## config.mk

```make
export PLATFORM = sky130hd
export DESIGN_NAME = uart_rx
export DESIGN_NICKNAME = d
export VERILOG_FILES = /design/src/rtl/uart_pkg.sv /design/src/rtl/uart_baud_tick.sv /design/src/rtl/uart_rx.sv
export SDC_FILE = /design/constraint.sdc
export NUM_CORES = 1
export LEC_CHECK = 0
export BUFFER_PORTS_ARGS = -buffer_cell sky130_fd_sc_hd__buf_2
export CAP_MARGIN = 5
export CORE_AREA = 5 5 71 73
export DETAILED_ROUTE_END_ITERATION = 10
export DIE_AREA = 0 0 76 78
export PLACE_DENSITY = 0.72
export SYNTH_ARGS = -nofsm -noshare
export SYNTH_HDL_FRONTEND = slang
export SYNTH_HIERARCHICAL = 1
export SYNTH_SLANG_ARGS = --single-unit
```

## constraint.sdc

```tcl
create_clock -name clk_in -period 2.94 [get_ports clk_in]
set_clock_uncertainty 0.2 [all_clocks]
set_input_delay 0.294 -clock clk_in [delete_from_list [all_inputs] [get_ports clk_in]]
set_output_delay 0.294 -clock clk_in [all_outputs]
set_load 0.01 [all_outputs]
```

## src/rtl/uart_pkg.sv

```systemverilog
// Shared UART definitions: receiver FSM states, parity-sense constants and
// the divider calculation used by both the receiver and the transmitter.
package uart_pkg;

    typedef enum logic [2:0] {
        IDLE,
        START,
        DATA,
        PARITY,
        STOP,
        BREAK_WAIT
    } uart_state_e;

    localparam logic PARITY_SENSE_EVEN = 1'b0;
    localparam logic PARITY_SENSE_ODD  = 1'b1;

    // Clocks per oversample tick, truncated, never below 1.
    function automatic int calc_tick_count(input int ref_clock, input int baud, input int oversample);
        int q;
        q = ref_clock / (baud * oversample);
        if (q < 1) begin
            q = 1;
        end
        return q;
    endfunction

endpackage

```

## src/rtl/uart_baud_tick.sv

```systemverilog
// Oversample tick generator: one-cycle tick every TICK_COUNT clocks.
// While clear is high the counter is held at 0, so the first tick after
// clear drops lands exactly TICK_COUNT cycles later.
module uart_baud_tick
    import uart_pkg::*;
#(
    parameter int REFERENCE_CLOCK = 50_000_000,
    parameter int BAUD_RATE       = 115200,
    parameter int OVERSAMPLE      = 16,
    parameter int NBITS           = 16
) (
    input  logic clk_in,
    input  logic reset,
    input  logic clear,
    output logic tick
);

    localparam int TICK_COUNT = calc_tick_count(REFERENCE_CLOCK, BAUD_RATE, OVERSAMPLE);
    localparam logic [NBITS-1:0] TICK_LAST = NBITS'(TICK_COUNT - 1);

    logic [NBITS-1:0] cnt_q;
    logic [NBITS-1:0] cnt_d;

    // Next count and tick pulse; wrap at TICK_LAST, restart on clear.
    always_comb begin
        cnt_d = cnt_q + NBITS'(1);
        tick  = 1'b0;
        if (clear) begin
            cnt_d = '0;
        end else if (cnt_q == TICK_LAST) begin
            cnt_d = '0;
            tick  = 1'b1;
        end
    end

    // Divider counter register.
    always_ff @(posedge clk_in or posedge reset) begin
        if (reset) begin
            cnt_q <= '0;
        end else begin
            cnt_q <= cnt_d;
        end
    end

endmodule

```

## src/rtl/uart_rx.sv

```systemverilog
// UART receiver: 8 data bits, optional parity, one stop bit, oversampled
// with mid-bit sampling aligned to the falling start edge.
module uart_rx
    import uart_pkg::*;
#(
    parameter int REFERENCE_CLOCK = 50_000_000,
    parameter int BAUD_RATE       = 115200,
    parameter int OVERSAMPLE      = 16,
    parameter int PARITY_EN       = 0,
    parameter int PARITY_ODD      = 0,
    parameter int NBITS           = 16
) (
    input  logic       clk_in,
    input  logic       reset,
    input  logic       rx_in,
    output logic [7:0] rx_data,
    output logic       rx_valid,
    output logic       parity_err,
    output logic       frame_err,
    output logic       rx_busy
);

    if ((OVERSAMPLE < 4) || ((OVERSAMPLE % 2) != 0)) begin : g_bad_oversample
        $error("OVERSAMPLE must be even and at least 4");
    end

    localparam int SW = $clog2(OVERSAMPLE) + 1;
    localparam logic [SW-1:0] HALF_LAST = SW'(OVERSAMPLE / 2 - 1);
    localparam logic [SW-1:0] FULL_LAST = SW'(OVERSAMPLE - 1);
    localparam logic PAR_SENSE = (PARITY_ODD != 0) ? PARITY_SENSE_ODD : PARITY_SENSE_EVEN;

    logic [1:0]  sync_q, sync_d;
    logic        rx_s;
    uart_state_e state_q, state_d;
    logic [SW-1:0] samp_q, samp_d;
    logic [2:0]  bit_q, bit_d;
    logic [7:0]  shift_q, shift_d;
    logic        perr_flag_q, perr_flag_d;
    logic [7:0]  rx_data_q, rx_data_d;
    logic        rx_valid_q, rx_valid_d;
    logic        parity_err_q, parity_err_d;
    logic        frame_err_q, frame_err_d;
    logic        tick;
    logic        tick_clear;

    assign sync_d     = {sync_q[0], rx_in};
    assign rx_s       = sync_q[1];
    assign tick_clear = (state_q == IDLE);

    uart_baud_tick #(
        .REFERENCE_CLOCK (REFERENCE_CLOCK),
        .BAUD_RATE       (BAUD_RATE),
        .OVERSAMPLE      (OVERSAMPLE),
        .NBITS           (NBITS)
    ) u_baud_tick (
        .clk_in (clk_in),
        .reset  (reset),
        .clear  (tick_clear),
        .tick   (tick)
    );

    // Two-flop synchronizer on the serial line, idling high.
    always_ff @(posedge clk_in or posedge reset) begin
        if (reset) begin
            sync_q <= 2'b11;
        end else begin
            sync_q <= sync_d;
        end
    end

    // Frame FSM: start validation, mid-bit sampling, parity, stop and break handling.
    always_comb begin
        state_d      = state_q;
        samp_d       = samp_q;
        bit_d        = bit_q;
        shift_d      = shift_q;
        perr_flag_d  = perr_flag_q;
        rx_data_d    = rx_data_q;
        rx_valid_d   = 1'b0;
        parity_err_d = 1'b0;
        frame_err_d  = 1'b0;

        case (state_q)
            IDLE: begin
                samp_d      = '0;
                bit_d       = '0;
                perr_flag_d = 1'b0;
                if (!rx_s) begin
                    state_d = START;
                end
            end

            START: begin
                if (tick) begin
                    if (samp_q == HALF_LAST) begin
                        samp_d  = '0;
                        bit_d   = '0;
                        // A line that is high again at mid start bit was a glitch.
                        state_d = rx_s ? IDLE : DATA;
                    end else begin
                        samp_d = samp_q + SW'(1);
                    end
                end
            end

            DATA: begin
                if (tick) begin
                    if (samp_q == FULL_LAST) begin
                        samp_d  = '0;
                        shift_d = {rx_s, shift_q[7:1]};
                        bit_d   = bit_q + 3'd1;
                        if (bit_q == 3'd7) begin
                            state_d = (PARITY_EN != 0) ? PARITY : STOP;
                        end
                    end else begin
                        samp_d = samp_q + SW'(1);
                    end
                end
            end

            PARITY: begin
                if (tick) begin
                    if (samp_q == FULL_LAST) begin
                        samp_d      = '0;
                        perr_flag_d = ((^shift_q) ^ rx_s) != PAR_SENSE;
                        state_d     = STOP;
                    end else begin
                        samp_d = samp_q + SW'(1);
                    end
                end
            end

            STOP: begin
                if (tick) begin
                    if (samp_q == FULL_LAST) begin
                        samp_d       = '0;
                        rx_data_d    = shift_q;
                        rx_valid_d   = 1'b1;
                        frame_err_d  = ~rx_s;
                        parity_err_d = (PARITY_EN != 0) ? perr_flag_q : 1'b0;
                        // Leaving at mid stop bit lets a back-to-back start edge be caught.
                        state_d      = rx_s ? IDLE : BREAK_WAIT;
                    end else begin
                        samp_d = samp_q + SW'(1);
                    end
                end
            end

            BREAK_WAIT: begin
                if (rx_s) begin
                    state_d = IDLE;
                end
            end

            default: begin
                state_d = IDLE;
            end
        endcase
    end

    // FSM, counters and registered outputs.
    always_ff @(posedge clk_in or posedge reset) begin
        if (reset) begin
            state_q      <= IDLE;
            samp_q       <= '0;
            bit_q        <= '0;
            shift_q      <= '0;
            perr_flag_q  <= 1'b0;
            rx_data_q    <= 8'h00;
            rx_valid_q   <= 1'b0;
            parity_err_q <= 1'b0;
            frame_err_q  <= 1'b0;
        end else begin
            state_q      <= state_d;
            samp_q       <= samp_d;
            bit_q        <= bit_d;
            shift_q      <= shift_d;
            perr_flag_q  <= perr_flag_d;
            rx_data_q    <= rx_data_d;
            rx_valid_q   <= rx_valid_d;
            parity_err_q <= parity_err_d;
            frame_err_q  <= frame_err_d;
        end
    end

    assign rx_data    = rx_data_q;
    assign rx_valid   = rx_valid_q;
    assign parity_err = parity_err_q;
    assign frame_err  = frame_err_q;
    assign rx_busy    = (state_q != IDLE);

endmodule
```

==> reports/results.ini, run 1 <==
[logic_synthesis]
synth_area_sq_um = 2310
avgSynthCellArea_sq_um = 11.0
synth_seq_area_share = 0.510
synth-edff-count = 0
yosysWarnings = 6
synth_ff_type = dfrtp_1
syn_nets = 220
ys_ff_latch = 47
ys_types = 46
async_flop_share = 1.00
syn_inst = 211

[grt]
antenna_found_initial = 0
grt_pass1_vias = 1546
grt.total_usage = 0.139
grt_first_pass_wirelength_microns = 6850
grt_start_max_net_pins = 32
grt-ovfl-total = 0

[status]
status = finished clean

[detailed_routing]
drt-pass1-iter-count = 4
viasPerCell = 5.47
routed_wl_microns = 3930
routedWlPerCell_microns = 13.9
num_vias = 1547
drtIter0Drc = 85
antenna_left = 0
drc_errors = 0

[timing]
fmax_mhz = 376
slew_viol_final = 0
setup-violations-final = 0
setup_tns_ns = 0
worstMarginPinSlew_ns = 0.678
rsz0062_at_grt = no
period_share = 0.904
hold_violations = 0
max_slew_margin = 0.548
min_period_ns = 2.66
whs_ns = 0.163

[layout]
fin_util = 0.593
final_common_cell = dfrtp_1
layout-drive-gt1-share = 0.251
final_cells = 283
final.fill_count = 349
diodes = 0
multiInputGateArea_sq_um = 1040
layout.nets = 239
final_cell_mix = dfrtp_1, nor2_1, mux2_2
regArea_sq_um = 1180
syn_to_final_growth_pct = 10.1

[cts]
h-tree-depth = 2
cts_tree = built
cts_inserted_buffers = 5
clockBufferDepth = 2
cts.sinks = 47
cts.reportedPaths.clkPinSlew_ns = 0.09
clk_latency_ns = 0.29
cts_root_buffer = clkbuf_8

[floorplanning]
chipHeight_microns = 78
fp-row-count = 24
core_sq_um = 4290
die-area_sq_um = 5930
io_pins = 15
dieWidth_microns = 76
start_util = 0.538

[setup_path]
cp.required_ns = 2.93
rr_worst_depth = 9
cp-end-kind = register
crit_type = reg -> reg
critical_path_arrival_ns = 2.65
start_kind = register
crit_fanout = 10

[min_path]
hold_path_depth = 0
worst_hold_path_type = reg -> reg

[pwr]
p_switching_w = 0.000243
power-per-cell-area_nw_per_um2 = 421
leakagePower_nw = 1.25
power.internal_w = 0.000829
swShare = 0.227
power_w = 0.00107
seq_power_share = 0.606
power.share.clock = 0.377
p_comb_frac = 0.016
vdd_drop_max_mv = 0.354

[run]
drv_cap = 0

[place]
place.port_buffers = 13
dp_hpwl_microns = 2760
gp_congestion = 0.837
dp.cells = 273

==> final cells by class <==
cell class,instances,share of cell area
clock buffer,5,0.0270
tap,52,0.0256
sequential,47,0.463
inverter,9,0.0133
multi-input combinational,146,0.409
timing repair buffer,21,0.0511
clock inverter,3,0.0108
==> kinds of logic (layout without fill, tap and decap cells) <==
family	Yosys count	after routing	share of synthesized area
compound gates	25	25	0.0704
xor+xnor	14	14	0.0530
fa+ha+maj	6	6	0.0325
buf+inv	18	38	0.0400
flops	47	47	0.510
mux	18	18	0.0871
other cells	1	1	0.00162
simple gates	82	82	0.206
==> power by group through the flow <==
stage	registers (W)	clock network, W	logic, W
after floorplan	0.000662	0	0.0000116
after global placement	0.000662	0	0.0000167
after detailed placement	0.000662	0	0.0000166
after CTS	0.000650	0.000423	0.0000186
after global routing	0.000650	0.000449	0.0000214
final	0.000650	0.000404	0.0000176
==> per-stage QoR <==
step	setup slack [ns]	instance area, sq um
2_1_floorplan	0.382	2310
3_3_place_gp	0.348	2430
3_5_place_dp	0.324	2430
4_1_cts	0.295	2540
5_1_grt	0.0618	2540
6_report	0.283	2540
==> critical path, stage by stage, from the launching register on <==
cell	delay (ns)
dfrtp_1	0.43
inv_1	0.07
ha_1	0.13
nor4b_1	0.22
nand4_1	0.16
nor2_1	0.14
and4b_1	0.30
nand2_4	0.09
nor3_4	0.42
mux2_2	0.39
==> per-layer routing <==
| metal | vias to the layer above | GRT usage | part of all wire |
|---|---|---|---|
| met3 | 4 | 0.0370 | 0.029 |
| li1 | 773 | - | - |
| met4 | 0 | 0.0480 | 0.0099 |
| met1 | 746 | 0.177 | 0.50 |
| met5 | - | 0 | 0 |
| met2 | 24 | 0.229 | 0.46 |
==> cells in the mapped netlist (all sizes together) (2+ instances only) <==
library cell  count  area (sq um)
a21oi             6          30.0
a21o              2          15.0
o32ai             2          17.5
inv               9          33.8
dfstp             2          52.6
a22o              2          17.5
nand2            10          45.0
clkbuf            3          11.3
xnor2            11          96.3
nand3             8          40.0
buf               6          47.5
or3               2          12.5
nor2b             2          12.5
nor4              5          31.3
o21ai             7          35.0
nor2             27           111
nand4             5          52.6
nor3              8          51.3
mux2             17           191
and4b             2          20.0
nand2b            6          37.5
xor2              3          26.3
ha                6          75.1
dfrtp            45          1130
==> final timing paths <==
| kind | start | slack, ns | endpoint |
|---|---|---|---|
| worst max-delay path | u_baud_tick/cnt_q[0] | 0.28 | shift_q[1] |
| worst min-delay path | sync_q[0] | 0.16 | sync_q[1] |
| worst max register to register | u_baud_tick/cnt_q[0] | 0.28 | shift_q[1] |
| worst min register to register | sync_q[0] | 0.16 | sync_q[1] |
| max in group asynchronous | reset | 1.75 | u_baud_tick/cnt_q[13] |
| min in group asynchronous | reset | 0.40 | u_baud_tick/cnt_q[4] |
==> flip-flops by register name, summed over array words and instances (netlist names) <==
name / flops
frame_err: 1
state_q: 3
rx_valid: 1
shift_q: 8
sync_q: 2
samp_q: 5
rx_data: 8
bit_q: 3
u_baud_tick/cnt_q: 16
==> repair_timing <==
action / CTS / global route
resized for setup: 0 / 0
hold endpoints to repair: 46 / 0
hold buffers: 2 / 0
setup buffers: 0 / 0
Power figures use the tool's default switching activity.
==> run 2, diff against run 1 <==
--- a/config.mk
+++ b/config.mk
@@ -7,10 +7,12 @@
 export LEC_CHECK = 0
 export BUFFER_PORTS_ARGS = -buffer_cell sky130_fd_sc_hd__buf_2
 export CAP_MARGIN = 5
-export CORE_AREA = 5 5 71 73
+export CELL_PAD_IN_SITES_DETAIL_PLACEMENT = 1
+export CELL_PAD_IN_SITES_GLOBAL_PLACEMENT = 2
+export CORE_AREA = 5 5 83 85
 export DETAILED_ROUTE_END_ITERATION = 10
-export DIE_AREA = 0 0 76 78
-export PLACE_DENSITY = 0.72
+export DIE_AREA = 0 0 88 90
+export PLACE_DENSITY_LB_ADDON = 0.1
 export SYNTH_ARGS = -nofsm -noshare
 export SYNTH_HDL_FRONTEND = slang
 export SYNTH_HIERARCHICAL = 1
==> run 2 against run 1 <==
- power increased by 7.5%
- count of clock-buffer cells in the layout unchanged
- critical path depth unchanged
- clock power up 20%
- non-clock buffer count is 1 lower
- via count rose by 4.9%
- global-route usage decreased by 0.11 points
- hold slack worse by 0.0010 ns
- first-iteration DRC count shrank 68%
- cell area rose by 1.7%
==> reports/results.ini, run 2 (same netlist as run 1, synthesis figures left out) <==
[status]
status = finished clean

[cts]
clockBufferDepth = 2
h-tree-depth = 2
cts_resized = 0
cts.sinks = 47
clk_latency_ns = 0.30
cts_root_buffer = clkbuf_8
cts_inserted_buffers = 5
cts_tree = built
post-cts-setup-buffers = 0
cts.reportedPaths.clkPinSlew_ns = 0.09

[min_path]
worst_hold_path_type = reg -> reg
hold_path_depth = 0
holdCritStartpoint = sync_q[0]
hold_end = sync_q[1]

[floorplanning]
die-area_sq_um = 7920
core_sq_um = 6130
start_util = 0.377
chipHeight_microns = 90
fp-row-count = 29
io_pins = 15
dieWidth_microns = 88

[setup_path]
crit_fanout = 10
r2r_start = u_baud_tick/cnt_q[0]
rr_worst_depth = 9
rrSetupSlack_ns = 0.30
crit_type = reg -> reg
worstReg2RegEnd = rx_data[6]
cp.required_ns = 2.93
cp-end-kind = register
start_kind = register
critical_path_arrival_ns = 2.63

[layout]
diodes = 0
syn_to_final_growth_pct = 11.9
multiInputGateArea_sq_um = 1040
final_common_cell = dfrtp_1
final_cell_mix = dfrtp_1, nor2_1, mux2_2
layout.nets = 238
final.fill_count = 688
regArea_sq_um = 1180
layout-drive-gt1-share = 0.248
top_register = u_baud_tick/cnt_q
largest_reg_flops = 16
final_area_sq_um = 2590

[pwr]
power.internal_w = 0.000909
swShare = 0.212
p_switching_w = 0.000244
seq_power_share = 0.564
power.share.clock = 0.420
vdd_drop_max_mv = 0.229
power-per-cell-area_nw_per_um2 = 445
leakagePower_nw = 1.25
p_comb_frac = 0.016

[detailed_routing]
viasPerCell = 5.29
drt-pass1-iter-count = 4
routedWlPerCell_microns = 15.5
antenna_left = 0
drtIter0Drc = 27
drc_errors = 0
num_vias = 1623
routed_wl_microns = 4770

[timing]
setup-violations-final = 0
period_share = 0.897
slew_viol_final = 0
fmax_mhz = 379
max_slew_margin = 0.510
rsz0062_at_grt = no
hold_violations = 0
min_period_ns = 2.64
worstMarginPinSlew_ns = 0.735
layout_setup_ws_ns = 0.302
setup_tns_ns = 0

[place]
gp_congestion = 0.773
pre_cts_ws_ns = 0.203
place.port_buffers = 13
dp_hpwl_microns = 3530
placed_cell_area_sq_um = 2450

[grt]
grt-ovfl-total = 0
antenna_found_initial = 0
grt.total_usage = 0.138
grt_pass1_vias = 1812
grt_first_pass_wirelength_microns = 8830
grt_start_max_net_pins = 32

[run]
drv_cap = 0

run 2: layout make-up:
class                      count  share of cell area
sequential                    47               0.456
multi-input combinational    146               0.402
timing repair buffer          20              0.0474
tap                           77              0.0372
clock buffer                   5              0.0266
clock inverter                 3              0.0179
inverter                       9              0.0131
run 2: worst max path at each step:
stage	from	depth (start not counted)	slack [ns]	to
2_1_floorplan	u_baud_tick/cnt_q[0]	10	0.38	shift_q[0]
3_3_place_gp	u_baud_tick/cnt_q[0]	9	0.31	shift_q[7]
3_5_place_dp	u_baud_tick/cnt_q[0]	9	0.20	shift_q[6]
4_1_cts	u_baud_tick/cnt_q[0]	9	0.18	shift_q[7]
5_1_grt	u_baud_tick/cnt_q[0]	9	0.01	rx_data[6]
6_report	u_baud_tick/cnt_q[0]	9	0.30	rx_data[6]
run 2: power groups by stage:
stage	clock network (W)	registers, W	logic, W
floorplan	0	0.000662	0.0000116
global route	0.000532	0.000650	0.0000221
global placement	0	0.000662	0.0000166
CTS	0.000511	0.000650	0.0000194
detailed placement	0	0.000662	0.0000176
finish	0.000485	0.000650	0.0000181
run 2: critical path: stages, from the launching register on:
cell and delay (ns):
dfrtp_1 0.43, inv_1 0.07, ha_1 0.13, nor4b_1 0.22
nand4_1 0.15, nor2_1 0.17, and4b_1 0.30, buf_4 0.18
nand4_2 0.29, mux2_2 0.39
run 2: metal layers:
| metal | track usage | share of wire | vias to the layer above | wire length [microns] |
|---|---|---|---|---|
| li1 | - | - | 770 | - |
| met1 | 0.178 | 0.45 | 827 | 2140 |
| met2 | 0.229 | 0.51 | 17 | 2430 |
| met3 | 0.0311 | 0.028 | 9 | 132 |
| met4 | 0.0422 | 0.016 | 0 | 74 |
| met5 | 0 | 0 | - | 0 |
run 2: through the flow:
step	hold slack, ns	power, W	instances	utilization
2_1_floorplan	0.00774	0.000673	211	-
3_3_place_gp	0.148	0.000679	297	0.400
3_5_place_dp	0.149	0.000680	297	0.400
4_1_cts	0.163	0.00118	307	0.422
5_1_grt	0.168	0.00120	307	0.422
6_report	0.162	0.00115	307	0.422
run 2: what timing repair did:
item	in CTS	in global routing
hold buffers	2	0
hold endpoints to repair	46	0
setup endpoints to repair	0	1
